## src/rtl/inst_fetch.sv

```systemverilog
// ============================================================================
// Module   : inst_fetch
// Purpose  : Instruction fetch front-end. It drives the ROM read port, captures
//            the returned words into a 2-entry FIFO and supports redirect/flush.
//            Optional stall counter: define INST_FETCH_STALL_CNT_EN.
// Revision : 1.0 - initial release
// ============================================================================
`default_nettype none

module inst_fetch #(
  parameter int ADDR_W   = 7,
  parameter int DATA_W   = 32,
  parameter int RESET_PC = 0
) (
  input  logic              clk,
  input  logic              rst_n,
  input  logic              fetch_enable,
  output logic              rom_en,
  output logic [ADDR_W-1:0] rom_addr,
  input  logic [DATA_W-1:0] rom_data,
  input  logic              redirect_valid,
  input  logic [ADDR_W-1:0] redirect_addr,
  output logic              inst_valid,
  input  logic              inst_ready,
  output logic [DATA_W-1:0] inst,
  output logic [ADDR_W-1:0] inst_pc
`ifdef INST_FETCH_STALL_CNT_EN
  , output logic [15:0]     stall_count
`endif
);

  localparam logic [ADDR_W-1:0] C_RESET_PC = ADDR_W'(RESET_PC);

  logic [ADDR_W-1:0] pc_q, pc_d;
  logic [ADDR_W-1:0] req_pc_q, req_pc_d;
  logic              inflight_q, inflight_d;
  logic [1:0]        count_q, count_d;
  logic [DATA_W-1:0] data0_q, data0_d, data1_q, data1_d;
  logic [ADDR_W-1:0] epc0_q, epc0_d, epc1_q, epc1_d;
  logic              w_pop, w_push, w_issue;
  logic [2:0]        w_occ;

  // rst_n gates issue so rom_en drops the moment reset asserts.
  always_comb begin
    w_pop   = (count_q != 2'd0) & inst_ready;
    w_push  = inflight_q & ~redirect_valid;
    w_occ   = {1'b0, count_q} + {2'b00, inflight_q} - {2'b00, w_pop};
    w_issue = rst_n & fetch_enable & ~redirect_valid & (w_occ < 3'd2);
  end

  always_comb begin
    pc_d       = pc_q;
    req_pc_d   = req_pc_q;
    inflight_d = w_issue;
    if (redirect_valid) begin
      pc_d = redirect_addr;
    end else if (w_issue) begin
      pc_d     = pc_q + ADDR_W'(1);
      req_pc_d = pc_q;
    end
  end

  // Entry 0 is always the head; a pop shifts entry 1 down.
  always_comb begin
    count_d = count_q;
    data0_d = data0_q;
    data1_d = data1_q;
    epc0_d  = epc0_q;
    epc1_d  = epc1_q;
    if (redirect_valid) begin
      count_d = 2'd0;
    end else begin
      case ({w_push, w_pop})
        2'b10: begin
          if (count_q == 2'd0) begin
            data0_d = rom_data;
            epc0_d  = req_pc_q;
          end else begin
            data1_d = rom_data;
            epc1_d  = req_pc_q;
          end
          count_d = count_q + 2'd1;
        end
        2'b01: begin
          data0_d = data1_q;
          epc0_d  = epc1_q;
          count_d = count_q - 2'd1;
        end
        2'b11: begin
          if (count_q == 2'd1) begin
            data0_d = rom_data;
            epc0_d  = req_pc_q;
          end else begin
            data0_d = data1_q;
            epc0_d  = epc1_q;
            data1_d = rom_data;
            epc1_d  = req_pc_q;
          end
        end
        default: ;
      endcase
    end
  end

  always_ff @(posedge clk or negedge rst_n) begin
    if (!rst_n) begin
      pc_q       <= C_RESET_PC;
      req_pc_q   <= '0;
      inflight_q <= 1'b0;
      count_q    <= 2'd0;
      data0_q    <= '0;
      data1_q    <= '0;
      epc0_q     <= '0;
      epc1_q     <= '0;
    end else begin
      pc_q       <= pc_d;
      req_pc_q   <= req_pc_d;
      inflight_q <= inflight_d;
      count_q    <= count_d;
      data0_q    <= data0_d;
      data1_q    <= data1_d;
      epc0_q     <= epc0_d;
      epc1_q     <= epc1_d;
    end
  end

  assign rom_en     = w_issue;
  assign rom_addr   = pc_q;
  assign inst_valid = (count_q != 2'd0);
  assign inst       = data0_q;
  assign inst_pc    = epc0_q;

`ifdef INST_FETCH_STALL_CNT_EN
  logic [15:0] stall_q, stall_d;

  always_comb begin
    stall_d = stall_q;
    if (redirect_valid) begin
      stall_d = 16'd0;
    end else if (inst_valid && !inst_ready && (stall_q != 16'hFFFF)) begin
      stall_d = stall_q + 16'd1;
    end
  end

  always_ff @(posedge clk or negedge rst_n) begin
    if (!rst_n) begin
      stall_q <= 16'd0;
    end else begin
      stall_q <= stall_d;
    end
  end

  assign stall_count = stall_q;
`endif

endmodule

`default_nettype wire

```

## config.mk

```make
export PLATFORM = sky130hd
export DESIGN_NAME = inst_fetch
export DESIGN_NICKNAME = d
export VERILOG_FILES = /design/src/rtl/inst_fetch.sv
export SDC_FILE = /design/constraint.sdc
export NUM_CORES = 1
export LEC_CHECK = 0
export BUFFER_PORTS_ARGS = -buffer_cell sky130_fd_sc_hd__buf_2
export CORE_MARGIN = 4
export CORE_UTILIZATION = 55
export DETAILED_ROUTE_END_ITERATION = 12
export PLACE_DENSITY = 0.86
export REMOVE_ABC_BUFFERS = 1
export SKIP_CTS_REPAIR_TIMING = 1
export SYNTH_ARGS = -nofsm -noshare
export SYNTH_HDL_FRONTEND = slang
export SYNTH_SLANG_ARGS = --single-unit
```

## constraint.sdc

```tcl
create_clock -name clk -period 4.72 [get_ports clk]
set_clock_uncertainty 0.2 [all_clocks]
set_input_delay 0.236 -clock clk [delete_from_list [all_inputs] [get_ports clk]]
set_output_delay 0.236 -clock clk [all_outputs]
set_load 0.01 [all_outputs]
```

==> results of run 1 <==
## stage by stage
step / instances / util (%) / power (W) / hold WS (ns)
after global placement: 522 / 63.61 / 0.002326 / -0.07768
after CTS: 538 / 66.77 / 0.003002 / -0.4709
after detailed placement: 522 / 63.61 / 0.002394 / -0.07104
after global routing: 578 / 72.23 / 0.003231 / 0.05450
final: 578 / 72.23 / 0.003010 / 0.03898
after floorplan: 329 / - / 0.001993 / -0.2596
## power breakdown
part / switching [W] / internal [W]
clock: 0.000268 / 0.000330
sequential: 0.000197 / 0.00114
combinational: 0.000574 / 0.000505
total: 0.00104 / 0.00197
## worst min path at each step
stage                                   to  depth (start not counted)      startpoint
floorplan           count_q[0]$_DFFE_PN0P_                          0           rst_n
global placement      inst[20]$_DFFE_PN0P_                          1           rst_n
detailed placement    inst[20]$_DFFE_PN0P_                          1           rst_n
CTS                   inst[20]$_DFFE_PN0P_                          1           rst_n
global route        count_q[1]$_DFFE_PN0P_                          2  redirect_valid
finish              count_q[0]$_DFFE_PN0P_                          2  redirect_valid
## worst max-delay path, stage by stage, from the launching register on
cell and delay (ns):
dfrtp_1 0.45, inv_1 0.12, ha_1 0.18, nand2b_1 0.30, inv_1 0.08, ha_1 0.26
nand2b_1 0.16, fa_1 0.51, nand4b_1 0.12, or2_1 0.45, inv_1 0.37, buf_2 0.20
## registers in the layout (all words and copies together) (netlist names)
register,cells
count_q,2
data1_q,32
epc1_q,7
inflight_q,1
inst,32
inst_pc,7
req_pc_q,7
rom_addr,7
## metal layers
metal,vias to the layer above,track usage (%),wire [µm]
met4,0,7.938,163
met1,1503,25.78,3941
met5,-,0,0
met3,17,4.341,526
met2,121,31.79,4509
li1,1466,-,-
## cell usage after synthesis, types with 3 or more instances
cell      count
a21oi_1      40
a221o_1       5
buf_2         9
buf_4         5
buf_6         4
dfrtp_1      95
ha_1          4
inv_1         7
mux2_2       38
mux2i_1      41
nand2_1      24
nand3_1       3
nor2_1       45
o21bai_1      3
## kinds of logic (layout without fill, tap and decap cells)
family / after synthesis / count (layout)
XOR/XNOR: 3 / 3
buffers and inverters: 29 / 157
AO/OA/AOI/OAI: 58 / 58
multiplexers: 80 / 80
flip-flops: 95 / 95
AND/OR/NAND/NOR: 81 / 81
adder cells (fa/ha/maj): 5 / 5
## final cells by class
type                       instances  area, µm²
clock inverter                     4      76.32
sequential                        95       2377
clock buffer                      12      155.1
timing repair buffer             134      880.8
inverter                           7      26.28
tap                               99      123.9
multi-input combinational        227       1655
fill                             497       2036
==> impl_metrics.csv, run 1 <==
group,metric,value,unit
route,route.vias.total,3107,
synthesis,synth_simple_gate_area_share,8.076,%
cts,cts_buffer_depth,2,
cts,cts_tree,"yes",
timing,tns,0,ns
min_path,min_path_type,"input pin to register",
cts,cts_made_buffers,9,
synthesis,ys_ff_latch,95,
grt,antenna_found_initial,0,
critical_path,r2r_start,"count_q[1]$_DFFE_PN0P_",
timing,worst_pin_slew,0.9758,ns
timing,slew_violations,0,
synthesis,synth_top_area_share,56.41,%
finish,num_antenna_cells,0,
outcome,status,"complete, no violations",
cts,cts.sinks,95,
critical_path,r2r_end,"rom_addr[3]$_DFFE_PN0P_",
timing,hold_viol,0,
critical_path,worstRegToRegCells,12,
cts,cts-root-buf,"clkbuf_8",
route,drt_iter0_drc,100,
timing,final.min_clock_period,3.994,ns
cts,h-tree-depth,3,
synthesis,synth_mux_area_share,20.16,%
synthesis,synthArstFlopShare,100.0,%
route,wl,9141,µm
cts,clk_pin_slew,0.08,ns
critical_path,reg2reg_slack,0.95,ns
grt,grt_pass1_vias,2860,
synthesis,avgSynthCellArea,12.01,µm²
finish,final_common_cell,"dfrtp_1",
grt,grt_remaining_overflow,0,
grt,grt_pass1_wl,13650,µm
finish,drive_gt1_share,31.94,%
finish,final_cell_mix,"dfrtp_1, buf_2, nor2_1",
floorplanning,io_pins,92,
synthesis,synth_top_area_cell,"dfrtp_1",
synthesis,synth_area_leaders,"dfrtp_1, mux2_2, mux2i_1",
critical_path,cp_max_fo,17,
timing,layout_setup_ws,0.7256,ns
placement,dp_hpwl,5651,µm
grt,grt_usage,19.67,%
synthesis,ys_warn_count,0,
cts,clk-insertion-delay-late,0.35,ns
synthesis,synth_edf_count,0,
power,irDropWorstVdd,0.2949,mV
grt,grt_start_max_net_pins,78,
synthesis,syn-instance-count,351,
synthesis,seq_area_frac_synth,56.41,%
timing,rsz0062_at_grt,"no",
critical_path,worstSetupPathType,"register to output pin",
finish,layout.nets,523,
synthesis,ys.flop_type,"dfrtp_1",
timing,finalCritPeriodShare,84.63,%
finish,area_growth,25.65,%
placement,dp_worst_setup_slack,0.9682,ns
critical_path,critPathLaunchType,"register",
timing,max_clock_freq,250.4,MHz
synthesis,ys_types,35,
floorplanning,die_height,95.53,µm
floorplanning,die_w,95.53,µm
critical_path,worstPathRequired,4.28,ns
power,power-per-cell-area,568.4,nW/µm²
critical_path,critPathLaunch,"count_q[1]$_DFFE_PN0P_",
route,drc,0,
placement,routabilityCongestion,0.8732,
placement,dpl-instance-area,4663,µm²
floorplanning,rows,31,
synthesis,synth_xor_area_share,0.6235,%
route,firstDrtPassIters,4,
synthesis,synth_area,4214,µm²
floorplanning,initial_core_util,57.48,%
route,viasPerCell,5.375,
timing,setup_viol,0,
synthesis,synth-adder-area-share,1.663,%
critical_path,worst_ep_arrival_time,3.56,ns
job,cap_viol_max_count,0,
timing,slew_headroom,34.72,%
floorplanning,placeableCoreArea,7331,µm²
synthesis,synth_compound_area_share,8.521,%
route,antenna_left,0,
critical_path,worst_setup_path_end_kind,"output pin",
route,wl_per_cell,15.81,µm
critical_path,critPathCapture,"rom_en",
floorplanning,design.die.area,9126,µm²
power,power.leakage,2.756,nW
finish,design_area,5295,µm²
placement,numPortBuffers,91,
synthesis,synth_top_family_by_area,"multiplexers",
No activity file was read; power rests on OpenSTA's default activity.
==> inputs of run 2 (changes only) <==
- CORE_UTILIZATION: 55 -> 49
- PLACE_DENSITY: 0.86 -> 0.81
- clock period: 4.72 -> 3.2 ns (I/O delays scaled with it)
==> impl_metrics.csv, run 2 (synthesis results as in run 1) <==
group,metric,value,unit
timing,hold_viol,0,
cts,cts.sinks,95,
route,drc,0,
critical_path,r2r_end,"rom_addr[6]$_DFFE_PN0P_",
grt,grt_pass1_vias,3028,
critical_path,critPathLaunch,"count_q[1]$_DFFE_PN0P_",
floorplanning,rows,33,
placement,place_inst,533,
finish,finish.utilization,66.40,%
grt,grt_pass1_wl,14270,µm
critical_path,critPathLaunchType,"register",
timing,slew_violations,0,
route,viasPerCell,5.196,
cts,cts_buffer_depth,2,
route,drt_iter0_drc,121,
timing,layout_setup_ws,0.07552,ns
cts,clk_pin_slew,0.09,ns
timing,final.min_clock_period,3.124,ns
timing,slew_headroom,34.72,%
placement,numPortBuffers,91,
timing,tns,0,ns
critical_path,reg2reg_slack,0.08,ns
grt,grt_remaining_overflow,0,
floorplanning,io_pins,92,
route,route.vias.total,3123,
grt,grt_usage,17.43,%
timing,finalCritPeriodShare,97.64,%
route,firstDrtPassIters,6,
min_path,min_path_type,"input pin to register",
floorplanning,design.die.area,10150,µm²
finish,fill_cells,591,
min_path,min_from,"inst_ready",
finish,num_antenna_cells,0,
route,antenna_left,0,
route,wl,9270,µm
grt,antenna_found_initial,0,
placement,dpl-instance-area,4721,µm²
finish,final_cell_mix,"dfrtp_1, buf_2, nor2_1",
placement,routabilityCongestion,0.8904,
min_path,hold-path-cell-count,4,
cts,clk-insertion-delay-late,0.35,ns
critical_path,worst_ep_arrival_time,3.16,ns
critical_path,cpMaxStageDelayCell,"fa_1",
finish,area_growth,30.76,%
power,irDropWorstVdd,0.4270,mV
cts,h-tree-depth,3,
critical_path,crit_chain,"inv_2, ha_4, nand2b_4, inv_1, ha_1, nand2b_4, fa_1, nand4b_1, buf_4, o21ba_4, o21bai_1, a221o_1",
timing,worst_pin_slew,0.9757,ns
cts,cts_made_buffers,9,
power,power-per-cell-area,836.0,nW/µm²
critical_path,worstSetupPathType,"register to register",
finish,layout.nets,541,
floorplanning,die_height,100.7,µm
job,cap_viol_max_count,0,
finish,final_common_cell,"dfrtp_1",
critical_path,worst_setup_path_end_kind,"register",
timing,max_clock_freq,320.1,MHz
critical_path,path_common_cell,"nand2b_4",
placement,dp_worst_setup_slack,-0.1194,ns
critical_path,cp_max_fo,7,
critical_path,worstRegToRegCells,12,
finish,drive_gt1_share,36.09,%
grt,grt_start_max_net_pins,53,
power,power.leakage,2.865,nW
min_path,whs_endpoint,"count_q[1]$_DFFE_PN0P_",
critical_path,cpPeakStageDelay,0.55,ns
finish,instances_no_fill,601,
cts,cts_tree,"yes",
critical_path,worstPathRequired,3.23,ns
timing,setup_viol,0,
floorplanning,initial_core_util,50.78,%
finish,design_area,5510,µm²
placement,dp_hpwl,5739,µm
cts,cts-root-buf,"clkbuf_8",
outcome,status,"complete, no violations",
floorplanning,die_w,100.7,µm
route,wl_per_cell,15.42,µm
critical_path,r2r_start,"count_q[1]$_DFFE_PN0P_",
floorplanning,placeableCoreArea,8299,µm²
-- run 2: worst max-delay path by stage --
stage	depth (start not counted)	to	slack, ns
global route	12	rom_addr[6]$_DFFE_PN0P_	-0.05
global placement	12	rom_addr[3]$_DFFE_PN0P_	0.09
CTS	11	rom_en	-0.35
detailed placement	12	rom_addr[3]$_DFFE_PN0P_	-0.12
finish	12	rom_addr[6]$_DFFE_PN0P_	0.08
floorplan	12	rom_addr[3]$_DFFE_PN0P_	-0.10
-- run 2: layer usage --
layer  track usage (%)  share of wire (%)
met1             24.83                 45
met2             27.65                 49
met3             2.699                5.2
met4             5.285                1.4
met5                 0                  0
-- run 2: per-stage QoR --
stage	hold slack, ns	power [W]
after global placement	0.1103	0.003469
after global routing	0.07408	0.004929
after detailed placement	0.1121	0.003556
final	0.05267	0.004607
after floorplan	-0.3356	0.002940
after CTS	-0.2785	0.004488
-- run 2: final cells by class --
cell class                      instances  area, µm²  share of cell area (%)
Clock buffer                           10      127.6                   2.316
Clock inverter                          5      106.4                   1.930
Inverter                                7      31.28                  0.5677
Multi-Input combinational cell        227       1704                   30.93
Sequential cell                        95       2379                   43.17
Tap cell                              105      131.4                   2.384
Timing Repair Buffer                  152       1031                   18.71
-- run 2: critical path: cells and delay by family (launching register included) --
family          cells  cell delay [ns]
simple gates        3             0.40
compound gates      3             0.71
buf+inv             3             0.30
flops               1             0.44
fa+ha+maj           3             0.97
-- run 2: where the power goes --
part | switching, W | internal, W | total, W
Clock | 0.000403 | 0.000518 | 0.000922
Combinational | 0.000878 | 0.000851 | 0.00173
Sequential | 0.000280 | 0.00168 | 0.00196
Total | 0.00156 | 0.00305 | 0.00461
==> inputs of run 3 (changes only) <==
- CORE_MARGIN: 4 -> 3
==> impl_metrics.csv, run 3 (synthesis results as in run 1) <==
group,metric,value,unit
floorplanning,placeableCoreArea,8299,µm²
finish,layout.nets,532,
critical_path,worst_setup_path_end_kind,"register",
grt,grt_usage,17.48,%
cts,h-tree-depth,3,
grt,grt_pass1_vias,2849,
timing,worst_pin_slew,0.9919,ns
power,clkPwrFrac,17.0,%
job,cap_viol_max_count,0,
critical_path,critPathLaunchType,"register",
power,power_frac_seq,45.1,%
grt,grt_remaining_overflow,0,
min_path,min_path_type,"input pin to register",
critical_path,cp_max_fo,7,
power,irDropWorstVdd,0.4447,mV
route,antenna_left,0,
timing,slew_violations,0,
route,drt_iter0_drc,74,
outcome,status,"complete, no violations",
timing,max_clock_freq,326.1,MHz
critical_path,worstPathRequired,3.23,ns
timing,setup_viol,0,
power,p_int,0.002830,W
floorplanning,rows,33,
finish,instances_no_fill,592,
floorplanning,design.die.area,9749,µm²
power,swShare,34.68,%
power,switchingPower,0.001502,W
timing,hold_slack,0.05667,ns
finish,drive_gt1_share,34.09,%
power,power.leakage,2.787,nW
power,combPwrFrac,37.8,%
finish,final_common_cell,"dfrtp_1",
finish,area_growth,27.38,%
route,wl,8812,µm
cts,cts.sinks,95,
grt,antenna_found_initial,0,
finish,fill_cells,611,
finish,finish.utilization,64.68,%
finish,num_antenna_cells,0,
cts,cts_buffer_depth,2,
placement,routabilityCongestion,0.8348,
cts,cts_made_buffers,9,
floorplanning,die_height,98.74,µm
grt,grt_start_max_net_pins,79,
route,firstDrtPassIters,4,
floorplanning,initial_core_util,50.78,%
route,drc,0,
placement,place_inst,532,
timing,final.min_clock_period,3.067,ns
placement,dp_hpwl,5338,µm
route,route.vias.total,3071,
power,power.total,0.004332,W
critical_path,worstSetupPathType,"register to register",
timing,tns,0,ns
route,wl_per_cell,14.89,µm
timing,finalCritPeriodShare,95.84,%
floorplanning,die_w,98.74,µm
placement,numPortBuffers,91,
critical_path,worst_ep_arrival_time,3.10,ns
timing,hold_viol,0,
cts,clk-insertion-delay-late,0.35,ns
cts,cts-root-buf,"clkbuf_8",
finish,final_cell_mix,"dfrtp_1, buf_2, nor2_1",
cts,clk_pin_slew,0.08,ns
grt,grt_pass1_wl,13650,µm
timing,slew_headroom,33.64,%
power,power-per-cell-area,807.0,nW/µm²
floorplanning,io_pins,92,
route,viasPerCell,5.188,
cts,cts_tree,"yes",
==> run 3: cell count changes in the layout (fill, tap and decap cells not counted) <==
cell / change
buf_4: -9
bufinv_16: -2
clkbuf_1: +1
clkinv_2: +2
inv_6: -1
nand2b_1: +1
nand2b_4: -1
nor3_1: +1
nor3_2: -1
xor2_1: +1
xor2_2: -1
==> run 3: power by group through the flow <==
stage | Sequential (W) | Combinational, W | Clock, W
after floorplan | 0.00206 | 0.000880 | 0
after global placement | 0.00195 | 0.00151 | 0
after detailed placement | 0.00197 | 0.00157 | 0
after CTS | 0.00195 | 0.00158 | 0.000768
after global routing | 0.00202 | 0.00182 | 0.000822
final | 0.00195 | 0.00164 | 0.000738
==> run 3: area by class of cell <==
| class | instances | area, µm² | area share (%) |
|---|---|---|---|
| Sequential cell | 95 | 2379 | 44.31 |
| Multi-Input combinational cell | 227 | 1684 | 31.38 |
| Timing Repair Buffer | 143 | 963.4 | 17.95 |
| Clock buffer | 11 | 131.4 | 2.448 |
| Tap cell | 105 | 131.4 | 2.448 |
| Clock inverter | 4 | 47.55 | 0.8858 |
| Inverter | 7 | 31.28 | 0.5828 |
==> run 3: path summary, 6_finish.rpt <==
check	from	to	slack [ns]	cells after the start
min in group asynchronous	rst_n	inst[13]$_DFFE_PN0P_	0.18	2
worst max-delay path	count_q[1]$_DFFE_PN0P_	rom_addr[3]$_DFFE_PN0P_	0.13	12
worst min register to register	req_pc_q[4]$_DFFE_PN0P_	req_pc_q[4]$_DFFE_PN0P_	0.30	2
worst min-delay path	inst_ready	count_q[1]$_DFFE_PN0P_	0.06	4
max in group asynchronous	rst_n	data1_q[16]$_DFFE_PN0P_	1.57	3
worst max register to register	count_q[1]$_DFFE_PN0P_	rom_addr[3]$_DFFE_PN0P_	0.13	12
==> run 3: worst max-delay path: stages (launching register included) <==
cell and delay (ns):
dfrtp_2 0.44, inv_2 0.10, ha_4 0.14, nand2b_4 0.11, inv_1 0.04, ha_1 0.27, nand2b_1 0.16, fa_1 0.49
nand4b_1 0.11, buf_4 0.18, o21ba_4 0.23, a21o_1 0.17, a221o_1 0.30
==> run 3: through the flow <==
stage | cell area (µm²) | setup slack [ns]
after floorplan | 4049 | -0.1014
after global placement | 4713 | 0.2454
after detailed placement | 4713 | 0.1195
after CTS | 4892 | -0.2005
after global routing | 5368 | -0.004597
final | 5368 | 0.1330
==> run 3: routing by layer <==
layer | global-route usage [%] | wire length [µm]
met1 | 24.62 | 4048
met2 | 26.73 | 4211
met3 | 4.388 | 437
met4 | 5.777 | 115
met5 | 0 | 0
